$ cat config.mk
export PLATFORM = sky130hd
export DESIGN_NAME = int_ctrl
export DESIGN_NICKNAME = d
export VERILOG_FILES = /design/src/rtl/int_ctrl_pkg.sv /design/src/rtl/int_ctrl_prio_enc8.sv /design/src/rtl/int_ctrl.sv
export SDC_FILE = /design/constraint.sdc
export NUM_CORES = 1
export LEC_CHECK = 0
export BUFFER_PORTS_ARGS = -buffer_cell sky130_fd_sc_hd__buf_2
export CORE_ASPECT_RATIO = 1.5
export CORE_MARGIN = 2
export CORE_UTILIZATION = 40
export DETAILED_ROUTE_END_ITERATION = 8
export PLACE_DENSITY_LB_ADDON = 0.25
export SYNTH_ARGS = -nofsm -noshare
export SYNTH_HDL_FRONTEND = slang
export SYNTH_SLANG_ARGS = --single-unit
export TNS_END_PERCENT = 20
$ cat constraint.sdc
create_clock -name clk -period 5 [get_ports clk]
set_input_delay 0.5 -clock clk [delete_from_list [all_inputs] [get_ports clk]]
set_output_delay 0.5 -clock clk [all_outputs]
set_load 0.01 [all_outputs]
$ cat src/rtl/int_ctrl_pkg.sv
// Shared types and sizing for the interrupt controller.
package int_ctrl_pkg;
  localparam int INT_VEC_W = 3;
  localparam int MAX_IRQ   = 8;

  typedef enum logic [1:0] {
    IDLE = 2'd0,
    REQ  = 2'd1,
    SVC  = 2'd2
  } state_t;
endpackage

$ cat src/rtl/int_ctrl_prio_enc8.sv
// Eight-input priority encoder; the lowest set index wins.
module prio_enc8
  import int_ctrl_pkg::*;
(
  input  logic [MAX_IRQ-1:0]   req,
  output logic [INT_VEC_W-1:0] idx,
  output logic                 vld
);
  always_comb begin
    idx = '0;
    vld = 1'b0;
    // Walk downward so the lowest set index is the last one written.
    for (int i = MAX_IRQ - 1; i >= 0; i--) begin
      if (req[i]) begin
        idx = INT_VEC_W'(i);
        vld = 1'b1;
      end
    end
  end
endmodule

$ cat src/rtl/int_ctrl.sv
// Edge-triggered prioritised interrupt controller with mask, pending and in-service registers.
// Build option INT_CTRL_NEST_EN lets a higher-priority line interrupt a handler in service.
//
// state | meaning
// IDLE  | nothing in service, waiting for an eligible pending line
// REQ   | int_req raised with int_vec frozen, waiting for int_clear
// SVC   | at least one line in service, waiting for iret_op
module int_ctrl
  import int_ctrl_pkg::*;
#(
  parameter int NUM_IRQ = 8
) (
  input  logic                 clk,
  input  logic                 rst_n,
  input  logic [NUM_IRQ-1:0]   irq,
  input  logic                 int_clear,
  input  logic                 iret_op,
  input  logic                 mask_wr,
  input  logic [NUM_IRQ-1:0]   mask_data,
  output logic                 int_req,
  output logic [INT_VEC_W-1:0] int_vec,
  output logic [NUM_IRQ-1:0]   pending,
  output logic [NUM_IRQ-1:0]   in_service
);
  localparam logic [NUM_IRQ-1:0] ONE_HOT0 = {{(NUM_IRQ-1){1'b0}}, 1'b1};

  state_t               state;
  logic [NUM_IRQ-1:0]   irq_d;
  logic [NUM_IRQ-1:0]   mask;
  logic                 primed;
  logic [NUM_IRQ-1:0]   irq_edge;
  logic [NUM_IRQ-1:0]   eligible;
  logic [NUM_IRQ-1:0]   ack_set;
  logic [NUM_IRQ-1:0]   eoi_clr;
  logic [NUM_IRQ-1:0]   isv_next;
  logic [MAX_IRQ-1:0]   elig8;
  logic [MAX_IRQ-1:0]   isv8;
  logic [INT_VEC_W-1:0] win_idx;
  logic [INT_VEC_W-1:0] isv_idx;
  logic                 win_vld;
  logic                 isv_vld;
  logic                 nest_req;

  // The first clock after reset only loads irq_d, so lines held high through reset raise nothing.
  assign irq_edge = primed ? (irq & ~irq_d) : '0;
  assign eligible = pending & ~mask;
  assign elig8    = MAX_IRQ'(eligible);
  assign isv8     = MAX_IRQ'(in_service);

  prio_enc8 u_win (
    .req (elig8),
    .idx (win_idx),
    .vld (win_vld)
  );

  prio_enc8 u_isv (
    .req (isv8),
    .idx (isv_idx),
    .vld (isv_vld)
  );

  // EOI retires the lowest bit that was in service before this cycle's acknowledge.
  always_comb begin
    ack_set = '0;
    eoi_clr = '0;
    if (state == REQ && int_clear) ack_set = ONE_HOT0 << int_vec;
    if (iret_op && isv_vld) eoi_clr = ONE_HOT0 << isv_idx;
    isv_next = (in_service | ack_set) & ~eoi_clr;
  end

`ifdef INT_CTRL_NEST_EN
  assign nest_req = win_vld && isv_vld && (win_idx < isv_idx);
`else
  assign nest_req = 1'b0;
`endif

  always_ff @(posedge clk or negedge rst_n) begin
    if (!rst_n) begin
      irq_d      <= '0;
      primed     <= 1'b0;
      mask       <= '0;
      pending    <= '0;
      in_service <= '0;
    end else begin
      irq_d      <= irq;
      primed     <= 1'b1;
      if (mask_wr) mask <= mask_data;
      pending    <= (pending & ~ack_set) | irq_edge;
      in_service <= isv_next;
    end
  end

  always_ff @(posedge clk or negedge rst_n) begin
    if (!rst_n) begin
      state   <= IDLE;
      int_req <= 1'b0;
      int_vec <= '0;
    end else begin
      case (state)
        IDLE: begin
          if (win_vld) begin
            state   <= REQ;
            int_req <= 1'b1;
            int_vec <= win_idx;
          end
        end
        REQ: begin
          if (int_clear) begin
            int_req <= 1'b0;
            state   <= (isv_next != '0) ? SVC : IDLE;
          end
        end
        SVC: begin
          if (isv_next == '0) begin
            state <= IDLE;
          end else if (!iret_op && nest_req) begin
            state   <= REQ;
            int_req <= 1'b1;
            int_vec <= win_idx;
          end
        end
        default: begin
          state   <= IDLE;
          int_req <= 1'b0;
        end
      endcase
    end
  end
endmodule

# After elaboration in Yosys (flattened, before gate mapping)
# Index checks and enable logic that the tools add are counted.
word_totals:
  regBits: 39
classes:
  eq_ne: 5
  n_shift: 2
  muxes: 43
  bitwise: 11
  reduce_logical: 8
ops:
  columns: ["cell", "count"]
  rows:
  - ["$mux W3", 16]
  - ["$and A8 B8 Y8", 4]
  - ["$not A8 Y8", 4]
  - ["$mux W8", 3]
  - ["$mux W1", 18]
  - ["$or A8 B8 Y8", 2]
  - ["$shl A1 B3 Y8 const A", 2]
  - ["$logic_not A8 Y1", 1]
  - ["$mux W2", 4]
  - ["$reduce_bool A8 Y1", 1]
  - ["$pmux W2 S3", 1]
  - ["$reduce_and A3 Y1", 2]
  - ["$ne A2 B2 Y1 const B", 2]
  - ["$pmux W1 S3", 1]
  - ["$eq A2 B1 Y1 const B", 1]
  - ["$eq A2 B2 Y1 const B", 1]
  - ["$logic_and A1 B1 Y1", 2]
  - ["$logic_not A2 Y1", 1]
  - ["$ne A2 B1 Y1 const B", 1]
  - ["$reduce_and A2 Y1", 1]
  - ["$not A1 Y1", 1]

# Logic depth before layout (Yosys ltp)
# Gate-level depths: netlist (run 1).
depth:
  word_depth: 16
  ltp_mapped: 7

# Modules after synthesis
# A second synthesis (run 1) with hierarchy kept.
unflattened:
  cells_unflattened: 162
  hier_area_um2: 1808.0
modules_own_cells:
  columns: ["mod", "instances", "cells_per_inst", "area_per_inst_um2", "seq_area_each_um2"]
  rows:
  - ["int_ctrl", 1, 136, 1647.8, 975.9]
  - ["prio_enc8", 2, 13, 80.1, 0.0]

# Least setup slack after synthesis (run 1)
# Ideal clock, no wire load.
synth_path:
  path_kind: "reg-to-reg"
  start: "register in_service[0]"
  end: "register state[1]"
  setup_time_ns: 0.129
  t_arrival_ns: 1.738
  required_time_ns: 4.871
  slack_ns: 3.132
  path_stages_with_launch: 6
  path_buffers: 0
  synth_period_minus_slack_ns: 1.868
  cell_sequence: "dfrtp_1 -> or4b_4 -> nor3_4 -> and3_1 -> o21ai_1 -> o41a_1"
synth_via:
  elab_chain_cells: 9
  elab_cells_between_ends: 15
  classes_between: "eq/ne: 1; shift: 1; mux: 6; bitwise: 3; reduce/logical: 4"
synth_lines:
  columns: ["element", "line", "text"]
  rows:
  - ["from (decl)", "int_ctrl.sv:23", "output logic [NUM_IRQ-1:0] in_service"]
  - ["from (signal assigned)", "int_ctrl.sv:89", "in_service <= isv_next;"]
  - ["$mux W3 or $mux W1 (tied branches)", "int_ctrl_prio_enc8.sv:14", "if (req[i]) begin"]
  - ["$shl A1 B3 Y8 or $logic_and A1 B1 Y1 (tied branches)", "int_ctrl.sv:67", "if (iret_op && isv_vld) eoi_clr = ONE_HOT0 << isv_idx;"]
  - ["$mux W8", "int_ctrl.sv:67", null]
  - ["$not A8 Y8", "int_ctrl.sv:68", "isv_next = (in_service | ack_set) & ~eoi_clr;"]
  - ["$and A8 B8 Y8 (*)", "int_ctrl.sv:68", null]
  - ["$reduce_bool A8 Y1", "int_ctrl.sv:110", "state <= (isv_next != '0) ? SVC : IDLE;"]
  - ["$mux W2", "int_ctrl.sv:110", null]
  - ["$mux W2", "int_ctrl.sv:108", "if (int_clear) begin"]
  - ["$pmux W2 S3", "int_ctrl.sv:99", "case (state)"]
  - ["to (signal assigned)", "int_ctrl.sv:110", null]
  - ["to (decl)", "int_ctrl.sv:27", "state_t state;"]
# Mark *: on every way between the ends. The rest lies on a longest branch, timed or not. The select of a mux whose other input is x is not followed.
# A chain may end at the register's enable or synchronous reset.

# Worst setup path after layout (run 1)
# Same ends and word-level chain as after synthesis.

==> summary.txt, run 1 <==
Cells and area
  • Antenna Cells: 0
  • Area grow syn2layout: 17.5%
  • Final #Nets: 228
  • Final Util: 49.0%
  • Final Non-Filler Cells: 254
  • Cell area after layout: 0.00206 mm^2
  • Fillers: 424
  • Share of layout cells above drive strength 1: 28.4%

Placed design
  • Pre-CTS setup slack: 3.01 ns
  • Port-buffer cells: 40
  • Routability cong.: 0.819
  • Dpl cells: 246
  • DPL Wire Length: 2840 um
  • DP Area: 0.00198 mm^2

Die
  • I/O pin cnt: 41
  • Die Wd: 58.1 um
  • Core box area: 0.00421 mm^2
  • Initial Utilization: 41.7%
  • Die Area: 0.00495 mm^2
  • Die Y: 85.2 um
  • Rows: 29

Power
  • Cell internal pwr: 0.672 mW
  • Power Dens Cells: 531 mW/mm^2
  • Max rail drop VDD: 0.326 mV
  • Flop pwr share: 46.7%
  • Clk network pwr share: 18.2%
  • LEAKAGE: 0.932 nW
  • Total power: 1.10 mW
  • Switching power: 0.423 mW
  • Logic pwr share: 35.2%
  • Sw Share: 38.6%

Synth
  • Area contributors post-synth: dfrtp_1 (56%), mux2_2 (4.5%), a21oi_1 (3.4%), nor2_1 (3.2%), nand3b_1 (3.0%)
  • Post-synth top flop: dfrtp_1
  • Most common cell in the netlist: dfrtp_1
  • Synthesized area: 0.00176 mm^2
  • Syn_nets: 187
  • Ys Warns: 0
  • Cell variety after synth: 40
  • Post-synth top area cell: dfrtp_1
  • Share of the synthesized area in the top cell type: 55.6%
  • Syn_area_per_cell: 10.6 um^2
  • Post-synthesis sequential area ratio: 55.6%
  • Syn Inst Count: 166
  • Synth cell count leaders: dfrtp_1 (39), nor2_1 (15), a21oi_1 (12), nand2_1 (12), o21ai_0 (10)
  • EDFF count, synth: 0
  • Synth Register Bits: 39
  • Asr flop ratio synth: 100%

Setup path
  • Required time of the worst setup path: 5.17 ns
  • Worst r2r dst: state[1]
  • Crit path to: state[1]
  • Worst path depth: 5
  • Crit-path slowest cell: or4b_4
  • Crit Path Max Fanout: 7
  • Setup crit end kind: flop
  • CP delay by family, top: simple AND/OR/NAND/NOR gates
  • Largest stage delay on the critical path: 0.58 ns
  • Crit path cell chain: or4b_4 > nor3_4 > and3_1 > o21ai_1 > o41a_1
  • Setup CP Type: reg -> reg
  • WP data arrival: 2.08 ns
  • Startpoint Class: flop
  • Crit Reg-Reg Startpoint: in_service[0]
  • Worst Setup SP: in_service[0]
  • Worst Path Buf+Inv: 0
  • Reg2reg setup slack: 3.09 ns
  • Worst Reg-to-Reg Cells: 5

STA
  • Final Hold Viols: 0
  • Post-route setup TNS: 0 ns
  • Worst-margin pin slew: 0.839 ns
  • RSZ-0062 raised after global routing: no
  • FMAX: 525 MHz
  • Crit path time final: 1.91 ns
  • Slew Viols, Final: 0
  • Setup slack after layout: 3.09 ns
  • Final setup violation count: 0
  • Max-slew headroom: 44.0%
  • Worst hold slack: 0.312 ns
  • Final period util: 38.1%
  • Final Skew: 0.00761 ns

Global route
  • GRT overflow: 0
  • First-pass GRT wire length: 6090 um
  • Total GRT Usage: 16.4%
  • Initial antenna violation count: 0
  • Vias in the first global route: 1291
  • Largest net degree at the start of global routing: 40

Detailed routing
  • Wirelength per Cell: 14.4 um
  • DR vias/cell: 5.37
  • DRT antenna net count: 0
  • Drt initial violations: 28
  • # DRC: 0
  • WL final: 3660 um
  • Routed vias: 1365
  • Pre-antenna DRT Iters: 4

Run
  • Max cap viols: 0

Clocking
  • H-tree depth: 2
  • Post-CTS Setup Repair Bufs: 0
  • Clock buffer depth: 2
  • Hold_buf cts: 0
  • CTS root buffer: clkbuf_8
  • CTS Buf Count: 5
  • Clock sinks: 39
  • Clk slew on worst S/H paths: 0.08 ns
  • CTS tree: built
  • Skew-Pair Late Insertion Delay: 0.28 ns
  • Post_cts resized: 0

Min path
  • Hold Crit Class: in -> async

Status
  • Status: complete, no violations
==> layout make-up <==
type                    instances  area, um^2  share of cell area [%]
clock buffers                   5        68.8                    3.34
clock inverters                 3        15.0                   0.728
inverters                       8        30.0                    1.46
multi-input cells             113         716                    34.7
flip-flops and latches         39         976                    47.3
well taps                      46        57.6                    2.79
repair buffers                 40         200                    9.70
==> placed cells by master (no fill, tap or decap), types with 3 or more instances in the layout <==
master | netlist | routed
o21ai_0 | 10 | 10
a32o_1 | 3 | 3
o31ai_1 | 5 | 5
nand3_1 | 4 | 4
nand3b_1 | 7 | 7
dfrtp_1 | 39 | 39
a21oi_1 | 12 | 12
clkinv_2 | 0 | 3
mux2_2 | 7 | 7
buf_2 | 1 | 40
inv_1 | 8 | 8
nand2b_1 | 3 | 3
nand2_1 | 12 | 12
nor2b_1 | 8 | 8
clkbuf_8 | 0 | 5
nor2_1 | 15 | 15
==> power groups by stage <==
stage / logic [mW] / clock network [mW] / registers, mW
2_1_floorplan: 0.262 / 0 / 0.502
3_3_place_gp: 0.384 / 0 / 0.518
3_5_place_dp: 0.389 / 0 / 0.520
4_1_cts: 0.391 / 0.208 / 0.513
5_1_grt: 0.436 / 0.227 / 0.526
6_report: 0.385 / 0.199 / 0.511
==> worst reg2reg max path: cells and delay by family, from the launching register on <==
family | cells | cell delay [ns]
simple gates | 3 | 0.94
flops | 1 | 0.44
compound gates | 2 | 0.42
==> state kept, by name, summed over array words and instances, names as in the netlist <==
name        cells
int_vec         3
int_req         1
pending         8
in_service      8
irq_d           8
mask            8
state           2
primed          1
==> worst min path at each step <==
stage | to | slack, ns | cells past startpoint | from
after floorplan | in_service[0] | 0.20 | 0 | rst_n
after global placement | pending[6] | 0.42 | 1 | irq_d[6]
after detailed placement | pending[6] | 0.45 | 1 | irq_d[6]
after CTS | irq_d[2] | 0.32 | 1 | irq[2]
after global routing | irq_d[5] | 0.31 | 1 | irq[5]
final | in_service[2] | 0.31 | 1 | rst_n
==> routing by layer <==
layer / share of wire, % / track usage (%)
met1: 43 / 21.0
met2: 52 / 26.5
met3: 4.0 / 4.73
met4: 0.66 / 5.07
met5: 0 / 0
==> cell families (layout without fill, tap and decap cells) <==
logic type	count (synthesis)	after routing	share of synthesized area (%)
flops	39	39	55.6
buf+inv	14	56	3.70
mux	8	8	5.06
simple gates	65	65	20.9
compound gates	39	39	14.5
other cells	1	1	0.213
No activity file was read; power rests on OpenSTA's default activity.
==> run 2: changes to the inputs <==
==> constraint.sdc (replaced) <==
create_clock -name clk -period 1.73 [get_ports clk]
set_input_delay 0.173 -clock clk [delete_from_list [all_inputs] [get_ports clk]]
set_output_delay 0.173 -clock clk [all_outputs]
set_load 0.01 [all_outputs]
==> summary.txt, run 2 (same netlist as run 1, synthesis figures left out) <==
Clocking
  • Skew-Pair Late Insertion Delay: 0.29 ns (was 0.28 ns)
  • CTS tree: built (unchanged)
  • CTS root buffer: clkbuf_8 (unchanged)
  • H-tree depth: 2 (unchanged)
  • Clock sinks: 39 (unchanged)
  • Clk slew on worst S/H paths: 0.08 ns (about the same)
  • Clock buffer depth: 2 (unchanged)
  • CTS Buf Count: 5 (unchanged)

Global route
  • Vias in the first global route: 1430 (was 1291)
  • GRT overflow: 0 (unchanged)
  • First-pass GRT wire length: 6660 um (was 6090 um)
  • Initial antenna violation count: 0 (unchanged)
  • Largest net degree at the start of global routing: 26 (was 40)
  • Total GRT Usage: 17.9% (was 16.4%)

Power
  • Switching power: 1.32 mW (was 0.423 mW)
  • Flop pwr share: 38.9% (was 46.7%)
  • Power Dens Cells: 1520 mW/mm^2 (was 531 mW/mm^2)
  • Sw Share: 37.3% (was 38.6%)
  • Max rail drop VDD: 0.803 mV (was 0.326 mV)
  • Total power: 3.54 mW (was 1.10 mW)
  • Clk network pwr share: 16.8% (was 18.2%)
  • Logic pwr share: 44.3% (was 35.2%)
  • Cell internal pwr: 2.22 mW (was 0.672 mW)
  • LEAKAGE: 1.08 nW (was 0.932 nW)

Cells and area
  • Final Util: 55.3% (was 49.0%)
  • Most common cell after layout, fill and taps aside: buf_2 (unchanged)
  • Most frequent cells in the layout: buf_2 (40), dfrtp_1 (38), buf_4 (23) (was buf_2 (40), dfrtp_1 (39), nor2_1 (15))
  • Area grow syn2layout: 32.4% (was 17.5%)
  • Final #Nets: 258 (was 228)
  • Antenna Cells: 0 (unchanged)
  • Share of layout cells above drive strength 1: 34.9% (was 28.4%)

STA
  • Crit path time final: 1.83 ns (was 1.91 ns)
  • Worst-margin pin slew: 0.571 ns (was 0.839 ns)
  • Final Skew: 0.00734 ns (was 0.00761 ns)
  • FMAX: 548 MHz (was 525 MHz)
  • Setup slack after layout: -0.0954 ns (was 3.09 ns)
  • Final setup violation count: 1 (was 0)
  • Final Hold Viols: 0 (unchanged)
  • Max-slew headroom: 61.9% (was 44.0%)
  • Slew Viols, Final: 0 (unchanged)
  • Worst hold slack: 0.00909 ns (was 0.312 ns)
  • Post-route setup TNS: -0.0954 ns (was 0 ns)
  • RSZ-0062 raised after global routing: yes (was no)
  • Final period util: 106% (was 38.1%)

Detailed routing
  • Drt initial violations: 41 (was 28)
  • DRT antenna net count: 0 (unchanged)
  • WL final: 4140 um (was 3660 um)
  • DR vias/cell: 5.25 (was 5.37)
  • Pre-antenna DRT Iters: 4 (unchanged)
  • Routed vias: 1490 (was 1365)
  • Wirelength per Cell: 14.6 um (was 14.4 um)
  • # DRC: 0 (unchanged)

Setup path
  • Crit Path Max Fanout: 4 (was 7)
  • Worst Path Buf+Inv: 0 (unchanged)
  • Worst Setup SP: in_service[0] (unchanged)
  • Crit Reg-Reg Startpoint: in_service[0] (unchanged)
  • Worst path depth: 5 (unchanged)
  • Largest stage delay on the critical path: 0.51 ns (was 0.58 ns)
  • Startpoint Class: flop (unchanged)
  • CP delay by family, top: simple AND/OR/NAND/NOR gates (unchanged)
  • Setup CP Type: reg -> reg (unchanged)
  • Worst Reg-to-Reg Cells: 5 (unchanged)
  • Crit path cell chain: or4b_4 > nor3_4 > and3_1 > o21ai_1 > o41a_1 (unchanged)
  • Setup crit end kind: flop (unchanged)
  • Crit-path slowest cell: or4b_4 (unchanged)
  • Required time of the worst setup path: 1.90 ns (was 5.17 ns)
  • WP data arrival: 2.00 ns (was 2.08 ns)

Die
  • I/O pin cnt: 41 (unchanged)
  • Initial Utilization: 41.7% (unchanged)
  • Rows: 29 (unchanged)
  • Die Wd: 58.1 um (unchanged)
  • Die Y: 85.2 um (unchanged)
  • Die Area: 0.00495 mm^2 (unchanged)
  • Core box area: 0.00421 mm^2 (unchanged)

Placed design
  • Routability cong.: 0.836 (was 0.819)
  • Port-buffer cells: 40 (unchanged)
  • DPL Wire Length: 3080 um (was 2840 um)

Min path
  • Hold path cells: 1
  • Hold Crit Start: irq[7]
  • Hold Crit Class: in -> reg (was in -> async)

Status
  • Status: finished, violations left (was complete, no violations)
  • Failing checks: negative setup slack

Run
  • Max cap viols: 0 (unchanged)
-- run 2: cell types whose count changed in the layout (fill, tap and decap cells not counted) --
| cell | previous run | this run |
|---|---|---|
| dfrtp_2 | 0 | 1 |
| nor4b_4 | 0 | 1 |
| nor4_1 | 2 | 1 |
| nor4b_1 | 1 | 0 |
| dfrtp_1 | 39 | 38 |
| buf_4 | 0 | 23 |
| clkbuf_1 | 0 | 2 |
| clkinv_2 | 3 | 1 |
| dlygate4sd3_1 | 0 | 7 |
| nor4_2 | 0 | 1 |
-- run 2: layout make-up --
cell class,instances,area (um^2)
clock buffer,7,76.3
clock inverter,1,5.00
fill,395,1880
tap,46,57.6
timing repair buffer,70,443
sequential,39,977
inverter,8,30.0
multi-input combinational,113,737
-- run 2: power groups by stage --
stage | clock network, mW | logic [mW] | registers (mW)
4_1_cts | 0.615 | 1.55 | 1.38
3_3_place_gp | 0 | 1.46 | 1.39
3_5_place_dp | 0 | 1.48 | 1.40
5_1_grt | 0.643 | 1.74 | 1.41
2_1_floorplan | 0 | 0.757 | 1.45
6_report | 0.595 | 1.57 | 1.38
-- run 2: per-stage QoR --
stage	area [um^2]	instances	setup slack, ns
after floorplan	1760	166	-0.120
after global placement	2120	265	-0.127
after detailed placement	2120	265	-0.178
after CTS	2280	282	-0.157
after global routing	2330	284	-0.204
final	2330	284	-0.0954
-- run 2: path summary, 6_finish.rpt --
kind / end / slack (ns)
hold / removal: irq_d[7] / 0.009
setup / recovery: state[1] / -0.1
max in group asynchronous: primed / 0.71
hold reg to reg: pending[6] / 0.43
setup reg to reg: state[1] / -0.1
min in group asynchronous: in_service[4] / 0.40
-- run 2: worst reg2reg max path: stages (launching register included) --
cell,delay [ns]
dfrtp_2,0.43
or4b_4,0.52
nor3_4,0.19
and3_1,0.18
o21ai_1,0.07
o41a_1,0.32
-- run 2: what timing repair did --
| action | in CTS | in global routing |
|---|---|---|
| hold buffers | 5 | 2 |
| setup endpoints to repair | 1 | 2 |
| buffers inserted | 4 | 0 |
| pin swaps | 5 | 2 |
| gates cloned | 0 | 0 |
| hold endpoints to repair | 28 | 2 |
| gates resized for setup | 0 | 3 |
-- run 2: metal layers --
| layer | up-vias | GRT usage, % | share of wire, % |
|---|---|---|---|
| li1 | 730 | - | - |
| met1 | 721 | 21.4 | 41 |
| met2 | 32 | 30.2 | 53 |
| met3 | 7 | 3.35 | 3.7 |
| met4 | 0 | 8.88 | 2.1 |
| met5 | - | 0 | 0 |
